## config.mk

```make
export PLATFORM = sky130hd
export DESIGN_NAME = mem_port_arbiter
export DESIGN_NICKNAME = d
export VERILOG_FILES = /design/src/rtl/mem_port_arbiter_pkg.sv /design/src/rtl/mem_arb_sel.sv /design/src/rtl/mem_port_arbiter.sv
export SDC_FILE = /design/constraint.sdc
export NUM_CORES = 1
export LEC_CHECK = 0
export ABC_CLOCK_PERIOD_IN_PS = 2350
export CORE_AREA = 4 4 196 198
export DETAILED_ROUTE_END_ITERATION = 12
export DIE_AREA = 0 0 200 202
export GPL_TIMING_DRIVEN = 1
export PLACE_DENSITY = 0.64
export SLEW_MARGIN = 20
export SYNTH_ARGS = -nofsm -noshare
export SYNTH_HDL_FRONTEND = slang
export SYNTH_SLANG_ARGS = --single-unit
```

## constraint.sdc

```tcl
create_clock -name clk -period 2.35 [get_ports clk]
set_input_delay 0.705 -clock clk [delete_from_list [all_inputs] [get_ports clk]]
set_output_delay 0.705 -clock clk [all_outputs]
set_load 0.05 [all_outputs]
```

## src/rtl/mem_port_arbiter_pkg.sv

```systemverilog
// Shared types and width constants for the memory-port arbiter slice.
// State and owner encodings are fixed so they stay readable in waveforms.
package mem_port_arbiter_pkg;

  localparam int unsigned REG_BUS    = 64;
  localparam int unsigned ADDR_W_DEF = REG_BUS;
  localparam int unsigned DATA_W_DEF = REG_BUS;
  localparam int unsigned STRB_W     = 8;
  localparam int unsigned INSN_W     = 32;

  typedef enum logic [1:0] {
    IDLE = 2'd0,
    REQ  = 2'd1,
    WAIT = 2'd2,
    RESP = 2'd3
  } state_t;

  typedef enum logic {
    OWN_IF = 1'b0,
    OWN_LS = 1'b1
  } owner_t;

endpackage

```

## src/rtl/mem_arb_sel.sv

```systemverilog
// Winner select between fetch and load/store, with a streak counter that
// forces a fetch grant after MAX_LS_STREAK back-to-back LS wins.
module mem_arb_sel
  import mem_port_arbiter_pkg::*;
#(
  parameter int unsigned MAX_LS_STREAK = 4
) (
  input  logic   clk,
  input  logic   rst,
  input  logic   if_req,
  input  logic   ls_req,
  input  logic   arb,
  output owner_t winner,
  output logic   grant
);

  localparam int unsigned SW = $clog2(MAX_LS_STREAK + 1);

  logic [SW-1:0] streak;

  always_comb begin
    grant  = arb && (if_req || ls_req);
    winner = OWN_LS;
    if (if_req && (!ls_req || streak == SW'(MAX_LS_STREAK)))
      winner = OWN_IF;
  end

  // Only LS wins that actually deprive a waiting fetch extend the streak.
  always_ff @(posedge clk) begin
    if (!rst) begin
      streak <= '0;
    end else if (grant) begin
      if (winner == OWN_LS && if_req)
        streak <= streak + 1'b1;
      else
        streak <= '0;
    end
  end

endmodule

```

## src/rtl/mem_port_arbiter.sv

```systemverilog
// Single-outstanding arbiter sharing one memory port between fetch and
// load/store, with a timeout that turns a hung access into an error response.
module mem_port_arbiter
  import mem_port_arbiter_pkg::*;
#(
  parameter int unsigned ADDR_W        = ADDR_W_DEF,
  parameter int unsigned DATA_W        = DATA_W_DEF,
  parameter int unsigned TIMEOUT       = 16,
  parameter int unsigned MAX_LS_STREAK = 4
) (
  input  logic              clk,
  input  logic              rst,
  input  logic              if_req,
  input  logic [ADDR_W-1:0] if_addr,
  output logic              if_ready,
  output logic              if_rvalid,
  output logic [INSN_W-1:0] if_rdata,
  output logic              if_err,
  input  logic              ls_req,
  input  logic              ls_we,
  input  logic [ADDR_W-1:0] ls_addr,
  input  logic [DATA_W-1:0] ls_wdata,
  input  logic [STRB_W-1:0] ls_wstrb,
  output logic              ls_ready,
  output logic              ls_rvalid,
  output logic [DATA_W-1:0] ls_rdata,
  output logic              ls_err,
  output logic              mem_req,
  output logic              mem_we,
  output logic [ADDR_W-1:0] mem_addr,
  output logic [DATA_W-1:0] mem_wdata,
  output logic [STRB_W-1:0] mem_wstrb,
  input  logic              mem_gnt,
  input  logic              mem_rvalid,
  input  logic [DATA_W-1:0] mem_rdata
);

  localparam int unsigned TW = $clog2(TIMEOUT);

  state_t            state, state_n;
  owner_t            owner, winner;
  logic              grant;
  logic [ADDR_W-1:0] addr_q;
  logic              we_q;
  logic [DATA_W-1:0] wdata_q;
  logic [STRB_W-1:0] wstrb_q;
  logic [DATA_W-1:0] rdata_q;
  logic              err_q;
  logic [TW-1:0]     tcnt;
  logic              timeout_hit;

  mem_arb_sel #(
    .MAX_LS_STREAK(MAX_LS_STREAK)
  ) u_sel (
    .clk    (clk),
    .rst    (rst),
    .if_req (if_req),
    .ls_req (ls_req),
    .arb    (state == IDLE),
    .winner (winner),
    .grant  (grant)
  );

  assign timeout_hit = (tcnt == TW'(TIMEOUT - 1));

  always_comb begin
    state_n = state;
    case (state)
      IDLE: if (grant) state_n = REQ;
      REQ: begin
        if (timeout_hit)  state_n = RESP;
        else if (mem_gnt) state_n = WAIT;
      end
      WAIT: if (mem_rvalid || timeout_hit) state_n = RESP;
      RESP: state_n = IDLE;
      default: state_n = IDLE;
    endcase
  end

  always_ff @(posedge clk) begin
    if (!rst) begin
      state   <= IDLE;
      owner   <= OWN_IF;
      addr_q  <= '0;
      we_q    <= 1'b0;
      wdata_q <= '0;
      wstrb_q <= '0;
      rdata_q <= '0;
      err_q   <= 1'b0;
      tcnt    <= '0;
    end else begin
      state <= state_n;
      case (state)
        IDLE: begin
          if (grant) begin
            owner <= winner;
            tcnt  <= '0;
            if (winner == OWN_LS) begin
              addr_q  <= ls_addr;
              we_q    <= ls_we;
              wdata_q <= ls_wdata;
              wstrb_q <= ls_wstrb;
            end else begin
              addr_q  <= if_addr;
              we_q    <= 1'b0;
              wdata_q <= '0;
              wstrb_q <= '0;
            end
          end
        end
        REQ, WAIT: begin
          tcnt <= tcnt + 1'b1;
          // A real response in WAIT beats a coincident timeout.
          if (state == WAIT && mem_rvalid) begin
            rdata_q <= mem_rdata;
            err_q   <= 1'b0;
          end else if (timeout_hit) begin
            rdata_q <= '0;
            err_q   <= 1'b1;
          end
        end
        default: ;
      endcase
    end
  end

  assign if_ready  = (state == IDLE);
  assign ls_ready  = (state == IDLE);
  assign if_rvalid = (state == RESP) && (owner == OWN_IF);
  assign ls_rvalid = (state == RESP) && (owner == OWN_LS);
  assign if_rdata  = addr_q[2] ? rdata_q[2*INSN_W-1:INSN_W] : rdata_q[INSN_W-1:0];
  assign if_err    = err_q;
  assign ls_rdata  = rdata_q;
  assign ls_err    = err_q;
  assign mem_req   = (state == REQ);
  assign mem_we    = we_q;
  assign mem_addr  = addr_q;
  assign mem_wdata = wdata_q;
  assign mem_wstrb = wstrb_q;

endmodule
```

==> metrics.cfg <==
[outcome]
status=complete, but fails checks
violations=negative setup slack

[layout]
drive_gt1_frac=0.126
nFillCells=3591
seqCellArea_sq_um=4250
multi_input_area_sq_um=3730
final_nets=1719
utilization=0.416
syn_to_final_growth_pct=82.5

[synthesis]
yosysWarnings=0
synth_fp_nets=1221
synth.distinct_cells=37
synth-seq-area-share=0.510
synthFlopType=dfxtp_1
synth_enable_flop_cells=0
async_flop_share=0
ys_ff_latch=212
synth_top_area_frac=0.510
yosysTopAreaCell=dfxtp_1
yosys-top-cells-count=dfxtp_1 (212), nand2_1 (210), a21oi_1 (81)
syn_inst=943
synth_most_common_cell=dfxtp_1
syn_area_per_cell_sq_um=8.83
syn-cell-area_sq_um=8320
ys_top_cells_by_area=dfxtp_1 (51%), nand2_1 (9.5%), a22o_1 (6.7%), a21oi_1 (4.9%), a31oi_1 (4.8%)

[detailed_routing]
drt-initial-drc-count=350
drt-vias-per-instance=4.64
dr_total_vias=8969
ant_nets=0
drt_first_pass_iters=4
wl_per_cell_um=19.3
drc=0
drt_wl_total_um=37300

[sta]
slew_headroom=0.618
finalCriticalPeriod_ns=2.41
finalHoldViolCount=0
layout_setup_ws_ns=-0.0597
skew_ns=0.0132
period_share=1.03
rsz0062_at_grt=yes
worst_pin_slew_ns=0.575
final-max-slew-violation-count=0
setup-violations-final=14
hold_ws_ns=0.445
fmax_ghz=0.415

[worst_setup_path]
cp_slowest_cell=dfxtp_4
path_cells=buf_8 > buf_12 > mux2_4 > buf_8
max_stage_delay_ns=0.39
cp-end-kind=primary output
worstPathMaxFanout=5
crit_type=flop to primary output
cp-start-kind=flop
rr_worst_depth=7
crit_cells=4
critPathTopFamily=buffers and inverters
cp.arrival_ns=1.70
cp.required_ns=1.64
critical_path.most_common_cell=buf_8
critPathBufInv=3

[clock_tree]
clock_latency_ns=0.54
htreeDepth=1
clock_path_buffers=3
cts_tree=yes
clock-sinks=212
numCtsBuffers=26
cts.clk_slew.worst_paths_ns=0.07
clock-root-buffer=clkbuf_16

[die]
io_pins=511
die-area_sq_um=40400
initial_core_util=0.228
die_y_um=202
rows=70
core_area_sq_um=36500
dieWidth_um=200

[job]
max_cap_violations=0

[placement]
io_buffers=510
dp_hpwl_um=27300
finalWeightedCongestion=0.856

[global_route]
grt_pass1_wl_um=53600
grt_usage=0.168
antenna_found_initial=7
overflow=0
first_global_vias=8902
grt_max_degree=78

[power_and_ir_drop]
cellLeakagePower_nw=6.66
powerDensity_nw_per_um2=1090
ir_worst_vdd_mv=0.786

[worst_hold_path]
hold_class=flop to flop
holdPathStages=2

==> worst min-delay path, cell delays in order (launching register included) <==
cell     delay, ns
dfxtp_1       0.30
nand2_1       0.05
a21oi_1       0.05
==> sequential cells by signal, summed over array words and instances (netlist names) <==
| name | cells |
|---|---|
| owner | 1 |
| mem_wstrb | 8 |
| mem_wdata | 64 |
| u_sel.streak | 3 |
| mem_addr | 64 |
| ls_rdata | 64 |
| if_err | 1 |
| mem_we | 1 |
| tcnt | 4 |
| state | 2 |
==> cell usage in the layout, fill, tap and decap left out, types with 2 or more instances in the layout <==
cell and instances:
clkdlybuf4s50_1 269, nand2_1 210, ha_1 6, buf_4 34, buf_8 34, clkbuf_16 27, nand3_1 78, a22o_1 64
a21oi_1 81, nand3b_1 2, buf_12 28, nand2b_1 3, nor3b_1 3, dfxtp_1 210, clkbuf_8 6, mux2_4 31
dlygate4sd2_1 189, clkbuf_1 7, buf_16 2, inv_1 4, xnor2_1 2, diode_2 6, a31oi_1 64, nor2_1 6
o21ai_0 68
==> repair_timing <==
action	4_1_cts	5_1_grt
cloned	3	1
buffers inserted	5	1
hold buffers	0	0
setup endpoints to repair	219	34
pin swaps	0	0
gates resized for setup	256	39
==> routing by layer <==
metal  vias up  global-route usage  share of wire
met3        56              0.0525          0.090
li1       4329                   -              -
met5         -                   0        0.00054
met2       371               0.296           0.50
met1      4211               0.193           0.39
met4         2              0.0539          0.026
==> area by class of cell <==
class	count	area share
flip-flops and latches	212	0.280
repair buffers	558	0.379
diodes	6	0.000989
multi-input cells	638	0.246
clock buffers	39	0.0500
clock inverters	5	0.00470
inverters	5	0.00124
well taps	468	0.0386
==> through the flow <==
stage | worst slack [ns] | area [sq um] | total power [mW] | setup TNS (ns) | std cells
after global routing | -0.106 | 15200 | 17.3 | -1.68 | 1931
after CTS | -0.144 | 15000 | 16.7 | -2.65 | 1924
after floorplan | 0.0780 | 8320 | 9.48 | 0 | 943
after global placement | 0.0915 | 14000 | 12.7 | 0 | 1872
final | -0.0597 | 15200 | 16.5 | -0.212 | 1931
after detailed placement | 0.0557 | 14000 | 12.8 | 0 | 1872
==> cell families after synthesis <==
kind of cell / after synthesis / synth area share
buffers and inverters: 93 / 0.0616
AOI/OAI and AO/OA: 285 / 0.213
muxes: 32 / 0.0433
adders and majority gates: 7 / 0.0105
and+or+nand+nor: 311 / 0.159
xor gates and xnor gates: 3 / 0.00316
DFF: 212 / 0.510
==> path summary, 6_finish.rpt <==
kind	startpoint	endpoint	slack (ns)
max	mem_addr[2]	if_rdata[20]	-0.06
min	mem_wstrb[5]	mem_wstrb[5]	0.44
max reg2reg	state[1]	mem_addr[49]	0.49
min reg2reg	mem_wstrb[5]	mem_wstrb[5]	0.44
==> report_power, final <==
part | internal (mW) | switching [mW] | total, mW
Clock | 2.33 | 1.60 | 3.93
Combinational | 2.75 | 5.09 | 7.83
Sequential | 4.34 | 0.406 | 4.75
Total | 9.42 | 7.09 | 16.5
Power figures use the tool's default switching activity.
==> variant, RTL diff (config.mk and constraints unchanged) <==
Make the reset (`rst`) asynchronous in 2 clocked blocks.
--- a/src/rtl/mem_arb_sel.sv
+++ b/src/rtl/mem_arb_sel.sv
@@ -26,7 +26,7 @@
   end
 
   // Only LS wins that actually deprive a waiting fetch extend the streak.
-  always_ff @(posedge clk) begin
+  always_ff @(posedge clk or negedge rst) begin
     if (!rst) begin
       streak <= '0;
     end else if (grant) begin
--- a/src/rtl/mem_port_arbiter.sv
+++ b/src/rtl/mem_port_arbiter.sv
@@ -77,7 +77,7 @@
     endcase
   end
 
-  always_ff @(posedge clk) begin
+  always_ff @(posedge clk or negedge rst) begin
     if (!rst) begin
       state   <= IDLE;
       owner   <= OWN_IF;
Formal check against the unedited RTL: differs if rst is asserted again (counterexample within 4 cycles, from zero or initial values and one cycle with rst low); with rst held inactive, the same outputs for 4 cycles.
==> variant against the unedited design <==
- the flow still finishes with violations (negative setup slack)
- worst setup slack improved by 50 ps
- power rose by 57%
- non-clock buffer count fell by 1
- design area grew 4.0%
- sequential cell count did not move
- area after synthesis rose by 9.0%
- wire length is 5.5% lower
- critical path depth is 1 lower
- final cell count decreased by 4.1%
- global-route usage fell by 0.29 points
==> variant: results (changes against the unedited design) <==
\begin{tabular}{lr}
\hline
Metric & Value \\
\hline
\multicolumn{2}{l}{\textbf{Synthesis}} \\
\quad Top cell types by occurrence after synthesis & sky130\_fd\_sc\_hd\_\_nand2\_1 (218), sky130\_fd\_sc\_hd\_\_dfrtp\_1 (212), sky130\_fd\_sc\_hd\_\_o21ai\_0 (144) \\
\quad Dominant synthesized flop cell & sky130\_fd\_sc\_hd\_\_dfrtp\_1 \\
\quad Portion of netlist area occupied by mux cells & 0.113 (+0.0693) \\
\quad XOR/XNOR Fraction of Synth Area & 0 (-0.00316) \\
\quad Syn nets & 1123 (-8.0\%) \\
\multicolumn{2}{l}{\textbf{Placed design}} \\
\quad Weighted congestion at the end of routability-driven global placement & 0.817 (-4.6\%) \\
\quad DP Wirelength & 27200 µm (-0.12\%) \\
\quad Dpl cell area & 15000 µm² (+6.8\%) \\
\quad Pre-CTS worst setup slack & -42.7 ps (-98.4 ps) \\
\quad Number of placed instances, taps included & 1803 (-3.7\%) \\
\multicolumn{2}{l}{\textbf{Status}} \\
\quad Violations in the final reports & negative setup slack \\
\quad Outcome & finished, violations left \\
\multicolumn{2}{l}{\textbf{Timing}} \\
\quad Worst Setup Slack, final & -9.59 ps (+50.1 ps) \\
\quad Final setup violation count & 7 (-7) \\
\quad Setup clock skew after layout & 7.45 ps (-5.77 ps) \\
\multicolumn{2}{l}{\textbf{Detailed routing}} \\
\quad First-pass DRT Iterations & 5 (+1) \\
\quad First-iteration detailed-routing DRC count & 271 (-23\%) \\
\quad Final WL & 35200 µm (-5.5\%) \\
\multicolumn{2}{l}{\textbf{Power}} \\
\quad LEAKAGE & 7.46 nW (+12\%) \\
\quad VDD IR max & 0.689 mV (-12\%) \\
\multicolumn{2}{l}{\textbf{Finish}} \\
\quad Number of fillers in the final layout & 3650 (+1.6\%) \\
\quad Final standard cell count with taps included and fillers excluded & 1851 (-4.1\%) \\
\multicolumn{2}{l}{\textbf{Global route}} \\
\quad Vias in the first global route & 8703 (-2.2\%) \\
\multicolumn{2}{l}{\textbf{Setup path}} \\
\quad Largest fanout on the critical path & 26 (+21) \\
\quad Critical path's top delay family & flip-flops \\
\multicolumn{2}{l}{\textbf{Hold path}} \\
\quad Min-Delay Path Class & in -> async \\
\multicolumn{2}{l}{\textbf{CTS}} \\
\quad Total clock buffers created by CTS & 25 (-3.8\%) \\
\hline
\end{tabular}
[variant: metrics by stage]
| stage | TNS (ps) | util | hold WS [ps] | power [mW] |
|---|---|---|---|---|
| finish | -41.2 | 0.433 | 104 | 25.9 |
| global route | -1220 | 0.432 | 124 | 27.3 |
| CTS | -587 | 0.432 | 100 | 26.2 |
| detailed placement | -110 | 0.411 | 470 | 22.6 |
| global placement | -13.9 | 0.411 | 461 | 22.4 |
| floorplan | 0 | - | 409 | 16.4 |
[variant: final timing paths]
check,cells after the start,slack [ps],endpoint,start
max reg2reg,8,480,mem_addr[12],u_sel.streak[0]
max in group asynchronous,2,1590,mem_addr[2],rst
min,1,100,mem_addr[24],rst
max,3,-10,if_rdata[13],mem_addr[2]
min reg2reg,2,470,mem_wdata[51],mem_wdata[51]
min in group clk,2,470,mem_wdata[51],mem_wdata[51]
[variant: layout make-up]
type                       count  area share
tap                          468      0.0371
multi-input combinational    559       0.218
sequential                   212       0.336
timing repair buffer         557       0.350
antenna                        1    0.000158
clock buffer                  32      0.0451
clock inverter                14      0.0115
inverter                       8     0.00190
[variant: kinds of logic after synthesis]
logic type,Yosys count
buf+inv,74
flops,212
simple gates,232
compound gates,222
fa+ha+maj,7
mux,98
[variant: layer usage]
metal  up-vias  track usage  routed length [µm]
li1       3964            -                   -
met3        54       0.0527                3410
met5         -            0                  13
met1      3975        0.191               13300
met2       365        0.288               17400
met4         2       0.0526                1050
[variant: timing repair]
action | CTS | global route
resized for setup | 222 | 7
setup buffers | 0 | 1
setup endpoints to repair | 225 | 36
[variant: power by group through the flow]
| stage | combinational (mW) | clock (mW) | sequential [mW] |
|---|---|---|---|
| 5_1_grt | 16.2 | 4.45 | 6.65 |
| 4_1_cts | 15.5 | 4.31 | 6.42 |
| 3_5_place_dp | 16.1 | 0 | 6.50 |
| 6_report | 15.3 | 4.16 | 6.41 |
| 2_1_floorplan | 4.71 | 0 | 11.7 |
| 3_3_place_gp | 16.0 | 0 | 6.46 |
